File: src/rtl/dst_fifo.sv
// AXI-Stream FIFO between the hypervector engine and the DMA S2MM channel.
// Optional store-and-forward mode selected by macro DST_FIFO_STORE_FWD_EN.
module dst_fifo #(
  parameter int DEPTH_LOG2 = 4,
  parameter int CNT_W      = 16
) (
  input  logic                  AXIS_ACLK,
  input  logic                  AXIS_ARESETN,
  input  logic                  S_AXIS_TVALID,
  output logic                  S_AXIS_TREADY,
  input  logic [63:0]           S_AXIS_TDATA,
  input  logic [7:0]            S_AXIS_TSTRB,
  input  logic                  S_AXIS_TLAST,
  output logic                  M_AXIS_TVALID,
  input  logic                  M_AXIS_TREADY,
  output logic [63:0]           M_AXIS_TDATA,
  output logic [7:0]            M_AXIS_TSTRB,
  output logic                  M_AXIS_TLAST,
  output logic [DEPTH_LOG2:0]   level,
  output logic [CNT_W-1:0]      pkt_cnt,
  output logic                  sf_stall
);

  localparam int                  DEPTH    = 1 << DEPTH_LOG2;
  localparam logic [DEPTH_LOG2:0] FULL_LVL = DEPTH[DEPTH_LOG2:0];
  localparam logic [DEPTH_LOG2:0] LVL_ZERO = (DEPTH_LOG2+1)'(0);
  localparam logic [DEPTH_LOG2:0] LVL_ONE  = (DEPTH_LOG2+1)'(1);
  localparam logic [DEPTH_LOG2-1:0] PTR_ONE = DEPTH_LOG2'(1);
  localparam logic [CNT_W-1:0]    CNT_ONE  = CNT_W'(1);

  logic [72:0]           mem_q [DEPTH];
  logic [DEPTH_LOG2-1:0] wr_ptr_q, wr_ptr_d, rd_ptr_q, rd_ptr_d;
  logic [DEPTH_LOG2:0]   level_q, level_d;
  logic [CNT_W-1:0]      pkt_cnt_q, pkt_cnt_d;
  logic                  s_ready_q, s_ready_d, m_valid_q, m_valid_d;
  logic                  push_s, pop_s;
  logic [72:0]           rd_entry_s;
`ifdef DST_FIFO_STORE_FWD_EN
  logic [DEPTH_LOG2:0]   last_cnt_q, last_cnt_d;
  logic                  fallback_q, fallback_d, sf_stall_q, sf_stall_d;
  logic                  stall_cond_s;
`endif

  // Handshakes, pointer/level/counter next-state and output valid.
  always_comb begin
    push_s     = S_AXIS_TVALID & s_ready_q;
    pop_s      = m_valid_q & M_AXIS_TREADY;
    rd_entry_s = mem_q[rd_ptr_q];
    if (push_s) begin
      wr_ptr_d = wr_ptr_q + PTR_ONE;
    end else begin
      wr_ptr_d = wr_ptr_q;
    end
    if (pop_s) begin
      rd_ptr_d = rd_ptr_q + PTR_ONE;
    end else begin
      rd_ptr_d = rd_ptr_q;
    end
    case ({push_s, pop_s})
      2'b10:   level_d = level_q + LVL_ONE;
      2'b01:   level_d = level_q - LVL_ONE;
      default: level_d = level_q;
    endcase
    if (pop_s && rd_entry_s[72]) begin
      pkt_cnt_d = pkt_cnt_q + CNT_ONE;
    end else begin
      pkt_cnt_d = pkt_cnt_q;
    end
    s_ready_d = (level_d != FULL_LVL);
`ifdef DST_FIFO_STORE_FWD_EN
    case ({push_s & S_AXIS_TLAST, pop_s & rd_entry_s[72]})
      2'b10:   last_cnt_d = last_cnt_q + LVL_ONE;
      2'b01:   last_cnt_d = last_cnt_q - LVL_ONE;
      default: last_cnt_d = last_cnt_q;
    endcase
    // A full FIFO with no complete packet would deadlock; stream it through instead.
    stall_cond_s = (level_q == FULL_LVL) && (last_cnt_q == LVL_ZERO);
    if (fallback_q) begin
      fallback_d = !(pop_s && rd_entry_s[72]);
    end else begin
      fallback_d = stall_cond_s;
    end
    sf_stall_d = sf_stall_q | stall_cond_s;
    m_valid_d  = (last_cnt_d != LVL_ZERO) | (fallback_d & (level_d != LVL_ZERO));
`else
    m_valid_d  = (level_d != LVL_ZERO);
`endif
  end

  // Control state; memory contents are deliberately left out of reset.
  always_ff @(posedge AXIS_ACLK or negedge AXIS_ARESETN) begin
    if (!AXIS_ARESETN) begin
      wr_ptr_q   <= '0;
      rd_ptr_q   <= '0;
      level_q    <= '0;
      pkt_cnt_q  <= '0;
      s_ready_q  <= 1'b0;
      m_valid_q  <= 1'b0;
`ifdef DST_FIFO_STORE_FWD_EN
      last_cnt_q <= '0;
      fallback_q <= 1'b0;
      sf_stall_q <= 1'b0;
`endif
    end else begin
      wr_ptr_q   <= wr_ptr_d;
      rd_ptr_q   <= rd_ptr_d;
      level_q    <= level_d;
      pkt_cnt_q  <= pkt_cnt_d;
      s_ready_q  <= s_ready_d;
      m_valid_q  <= m_valid_d;
`ifdef DST_FIFO_STORE_FWD_EN
      last_cnt_q <= last_cnt_d;
      fallback_q <= fallback_d;
      sf_stall_q <= sf_stall_d;
`endif
    end
  end

  // Storage array write port.
  always_ff @(posedge AXIS_ACLK) begin
    if (push_s) begin
      mem_q[wr_ptr_q] <= {S_AXIS_TLAST, S_AXIS_TSTRB, S_AXIS_TDATA};
    end
  end

  assign S_AXIS_TREADY = s_ready_q;
  assign M_AXIS_TVALID = m_valid_q;
  assign M_AXIS_TDATA  = rd_entry_s[63:0];
  assign M_AXIS_TSTRB  = rd_entry_s[71:64];
  assign M_AXIS_TLAST  = rd_entry_s[72];
  assign level         = level_q;
  assign pkt_cnt       = pkt_cnt_q;
`ifdef DST_FIFO_STORE_FWD_EN
  assign sf_stall      = sf_stall_q;
`else
  assign sf_stall      = 1'b0;
`endif

endmodule

File: config.mk
export PLATFORM = sky130hd
export DESIGN_NAME = dst_fifo
export DESIGN_NICKNAME = d
export VERILOG_FILES = /design/src/rtl/dst_fifo.sv
export SDC_FILE = /design/constraint.sdc
export NUM_CORES = 1
export LEC_CHECK = 0
export BUFFER_PORTS_ARGS = -buffer_cell sky130_fd_sc_hd__buf_2
export CAP_MARGIN = 10
export CORE_UTILIZATION = 30
export DETAILED_ROUTE_END_ITERATION = 8
export PLACE_DENSITY_LB_ADDON = 0.15
export SYNTH_ARGS = -nofsm -noshare
export SYNTH_HDL_FRONTEND = slang
export SYNTH_SLANG_ARGS = --single-unit
File: constraint.sdc
create_clock -name AXIS_ACLK -period 6.1 [get_ports AXIS_ACLK]
set_clock_uncertainty 0.2 [all_clocks]
set_input_delay 0.305 -clock AXIS_ACLK [delete_from_list [all_inputs] [get_ports AXIS_ACLK]]
set_output_delay 0.305 -clock AXIS_ACLK [all_outputs]
set_load 0.005 [all_outputs]
== Yosys cells after proc, flatten, opt, wreduce, memory -nomap -nowiden ==
Memory sizes are Yosys's and may differ from the RTL's.
Cells that the tools add are included.

* $add $sub $neg: 5
* Equal/unequal tests: 3
* Muxes and demuxes: 3
* Bitwise gates (word level): 2
* Reduce and logical (&&, ||, !) cells: 2

{| class="wikitable"
|+ Operators with widths
! cell !! count
|-
| $add 16x1->16 const B || 1
|-
| $pmux 5 s2 || 1
|-
| $add 4x1->4 const B || 2
|-
| $add 5x1->5 const B || 1
|-
| $ne 5x5->1 const B || 1
|-
| $reduce_bool 5->1 || 1
|-
| $sub 5x1->5 const B || 1
|-
| $and 1x1->1 || 2
|-
| $eq 2x1->1 const B || 1
|-
| $eq 2x2->1 const B || 1
|-
| $mux 1 || 2
|-
| $logic_and 1x1->1 || 1
|}

* Bits in registers: 31
* Memory bits (writable): 1,168
* Bits of input ports: 77
* Output and inout port bits: 97
* Word-level logic and storage cells: 22
* Memories kept: 1

{| class="wikitable"
|+ Memory list
! name !! depth !! width !! read ports !! clocked after Yosys merged registers in !! wr ports !! RTL line !! RTL
|-
| mem_q || 16 || 73 || 1 || 0 || 1 || 31 || <nowiki>logic [72:0] mem_q [DEPTH];</nowiki>
|}

== Logic depth before layout (Yosys ltp) ==
* Depth after elaboration: 4
* Gate-level depth with buffers: 13
* Mapped depth without buffers: 11

== Worst setup path after synthesis ==
Ideal clock, no wire load.

* Kind: register to register
* Start: register s_ready_q, in the netlist S_AXIS_TREADY
* End: memory mem_q[3][0], enable pin
* Setup time: 594 ps
* Arrival: 5,846 ps
* Data required time: 5,306 ps
* Path slack: -540 ps
* Cell stages (with the launch flop): 5
* Buffers on the path: 1
* Clock period less this slack: 6,640 ps
* Cells stage by stage: dfrtp_1 > and2_1 > clkbuf_1 > nand2_1 > nor3_1

* Word-level cells in the longest chain between the ends: 3

{| class="wikitable"
|+ Ends and longest elaborated chain
! what !! RTL line !! RTL
|-
| start, declared || 35 || <nowiki>logic s_ready_q, s_ready_d, m_valid_q, m_valid_d;</nowiki>
|-
| start signal, assigned || 109 || <nowiki>s_ready_q <= s_ready_d;</nowiki>
|-
| $and 1x1->1 || 46 || <nowiki>push_s = S_AXIS_TVALID & s_ready_q;</nowiki>
|-
| $mux 1 || 121 || <nowiki>if (push_s) begin</nowiki>
|-
| $mux 1 (implied by the code) || 122 || <nowiki>mem_q[wr_ptr_q] <= {S_AXIS_TLAST, S_AXIS_TSTRB, S_AXIS_TDATA};</nowiki>
|-
| end, declared || 31 ||
|}

No other way between the ends.

== Worst setup path after layout ==
* Start: register rd_ptr_q[0]
* End: output M_AXIS_TDATA[24]

* Word-level cells in the longest chain between the ends: 1

{| class="wikitable"
|+ Ends and longest elaborated chain
! what !! RTL line !! RTL
|-
| start, declared || 32 || <nowiki>logic [DEPTH_LOG2-1:0] wr_ptr_q, wr_ptr_d, rd_ptr_q, rd_ptr_d;</nowiki>
|-
| start signal, assigned || 106 || <nowiki>rd_ptr_q <= rd_ptr_d;</nowiki>
|-
| $mem_v2 16x73 || n/a ||
|-
| end, declared || 16 || <nowiki>output logic [63:0] M_AXIS_TDATA,</nowiki>
|}

No other way between the ends.

==> metrics.md <==
| Metric | Value |
|---|---|
| Final setup TNS | `0 ns` |
| CTS HTree Levels | `4` |
| Max-slew violation count | `0` |
| Via count | `roughly 23000` |
| Largest net degree at the start of global routing | `between 90 and 100` |
| Vias/cell | `4.86` |
| Fillers | `around 14000` |
| CP required | `~5.6 ns` |
| P&R area growth vs syn | `18.7%` |
| Worst slack at placement | `2.34 ns` |
| Starting density of the core | `slightly above 30%` |
| Multi-input logic area | `9900 µm²` |
| Fin nets | `approximately 2700` |
| Dominant synthesized flop cell | `edfxtp_1` |
| Clock root cell | `clkbuf_16` |
| CTS clk-pin slew, worst paths | `0.05 ns` |
| Mapped Cells | `2334` |
| Crit Path Max Fanout | `43` |
| Register area share after synthesis | `approximately 78%` |
| Routed len/inst | `roughly 25 µm` |
| Port bufs | `172` |
| Post-Syn Area | `approximately 46000 µm²` |
| Final period util | `72.2%` |
| Post-CTS setup buffers | `0` |
| Worst Slack Setup Final | `about 1.7 ns` |
| Hold Buf Count CTS | `between 70 and 80` |
| Pre-antenna DRT Iters | `5` |
| Crit path max-delay family | `flip-flops` |
| Worst EP arrival | `between 3 and 4 ns` |
| CTS tree | `done` |
| Number of global-route vias before repair | `approximately 24000` |
| Most frequent cells in the layout | `edfxtp_1, mux2i_1, buf_2` |
| First-pass GRT wire length | `approximately 170000 µm` |
| Rel. slew slack | `between 20% and 30%` |
| RSZ-0062 raised after global routing | `false` |
| Outcome | `complete, no violations` |
| WS Path Type | `flip-flop to output port` |
| Worst hold path type | `flip-flop to flip-flop` |
| Least-Margin Pin Slew | `1.12 ns` |
| Max incr delay on CP | `1.10 ns` |
| Total gr overflow | `0` |
| Library cells used by synthesis | `41` |
| Die Area | `between 150000 and 200000 µm²` |
| Slowest cell on the critical path | `dfrtp_4` |
| CP Cell Sequence | `buf_12 -> buf_4 -> mux2_2 -> o21ai_0 -> a21oi_1 -> a22oi_1 -> nand2_1 -> buf_2` |
| CTS Buffer Depth | `3` |
| Static Leak | `roughly 18 nW` |
| Die height | `~390 µm` |
| Max-Cap Viols | `0` |
| Post-synth ARST share | `between 2 and 3%` |
| GRT Overall Usage | `between 10% and 20%` |
| Final setup viols | `0` |
| Peak VDD IR | `0.293 mV` |
| Post-CTS Resized | `0` |
| Final Wtd Congestion | `just under 0.7` |
| Fmax | `roughly 230 MHz` |
| Number of synthesized flops with an enable pin | `1168` |
| Synth Warn # | `0` |
| Final WL | `~120000 µm` |
| CTS Buf Count | `137` |
| Fin. Hold Viols | `0` |
| Std cell rows | `between 100 and 150` |
| Crit start category | `flip-flop` |
| Core Area | `about 150000 µm²` |
| CP Capture Type | `output port` |
| Worst path buffer plus inverter count | `3` |
| Synthesis-stage register bit count | `approximately 1200` |
| Layout cell share with drive strength beyond 1 | `around a quarter` |
| Die W | `just under 400 µm` |
| DRC viols | `0` |
| IO Count | `roughly 170` |
| Register area | `about 36000 µm²` |
| Antenna Violating Nets Remaining | `0` |
| Initial antenna violation count | `5` |
| Mean Syn Cell Area | `around 20 µm²` |
| Power Density | `approximately 470 nW/µm²` |
| Period minus WS final | `roughly 4.4 ns` |
| Synthesized net count | `approximately 2400` |
| Commonest non-fill, non-tap cell in the layout | `edfxtp_1` |
| CTS sink cnt | `between 1000 and 1500` |
| DP Wirelength | `between 50000 and 60000 µm` |
| Clk_lat worst skew | `~0.76 ns` |
| Initial DRC Count | `roughly 1500` |
==> kinds of logic after synthesis <==
logic type / count (synthesis) / synth area share, %
xor gates and xnor gates: 27 / 0.512
other: 1 / 0.00812
AOI/OAI and AO/OA: 375 / 5.12
DFF: 1199 / 77.6
and+or+nand+nor: 148 / 1.49
adders and majority gates: 9 / 0.244
muxes: 443 / 13.7
buffers and inverters: 132 / 1.33
==> stage by stage <==
stage / hold WS (ns) / instances / area (µm²) / utilization, % / power, W
after floorplan: -0.191 / 2334 / 46200 / - / 0.0152
after global placement: 0.212 / 4452 / 49700 / 32.6 / 0.0183
after detailed placement: 0.242 / 4452 / 49700 / 32.6 / 0.0184
after CTS: 0.199 / 4779 / 54800 / 36.0 / 0.0264
after global routing: 0.248 / 4780 / 54800 / 36.0 / 0.0271
final: 0.268 / 4780 / 54800 / 36.0 / 0.0258
==> flip-flops by register name, indices dropped and copies added (netlist names) <==
register / count
level: 5
M_AXIS_TVALID: 1
pkt_cnt: 16
wr_ptr_q: 4
mem_q: 1168
rd_ptr_q: 4
S_AXIS_TREADY: 1
==> report_power, final <==
| group | internal [W] | total (W) | switching, W |
|---|---|---|---|
| Clock | 0.00458 | 0.00786 | 0.00329 |
| Combinational | 0.00296 | 0.00748 | 0.00453 |
| Sequential | 0.00994 | 0.0105 | 0.000535 |
| Total | 0.0175 | 0.0258 | 0.00835 |
==> path summary, 6_finish.rpt <==
| check | startpoint | end | slack (ns) | cells after the start |
|---|---|---|---|---|
| max in group asynchronous | AXIS_ARESETN | rd_ptr_q[3] | 5.09 | 4 |
| hold / removal | pkt_cnt[15] | pkt_cnt[15] | 0.27 | 1 |
| setup reg to reg | rd_ptr_q[2] | pkt_cnt[8] | 2.42 | 7 |
| setup / recovery | rd_ptr_q[0] | M_AXIS_TDATA[24] | 1.70 | 8 |
| hold reg to reg | pkt_cnt[15] | pkt_cnt[15] | 0.27 | 1 |
| min in group asynchronous | AXIS_ARESETN | pkt_cnt[8] | 0.39 | 4 |
==> cells in the mapped netlist (5+ instances only) <==
master    count  area (µm²)
buf_4        17         128
xor2_1       18         158
buf_2        37         185
nand2_1      90         338
nand3_1       6        30.0
nand2b_1      5        31.3
nor3_1        8        40.0
edfxtp_1   1168       35100
o21ai_0     145         726
nor2_1       19        71.3
a22oi_1      77         578
a221oi_1     72         631
xnor2_1       9        78.8
ha_1          9         113
a21oi_1      74         370
mux2_2       75         845
clkbuf_1     69         259
mux4_2      144        3240
dfrtp_1      31         776
mux2i_1     224        2240
==> layer usage <==
layer	vias up	global-route usage (%)	wire length [µm]
li1	10200	-	-
met1	12300	19.6	51700
met2	473	27.1	62200
met3	175	2.36	4220
met4	4	4.63	2680
met5	-	0	23
==> area by class of cell <==
type                    count  area share [%]
clock inverters            73            1.20
flip-flops and latches   1199            65.4
well taps                2030            4.63
inverters                   4          0.0274
repair buffers            294            4.03
diodes                      1         0.00456
clock buffers             176            6.64
multi-input cells        1003            18.1
Power figures use the tool's default switching activity.
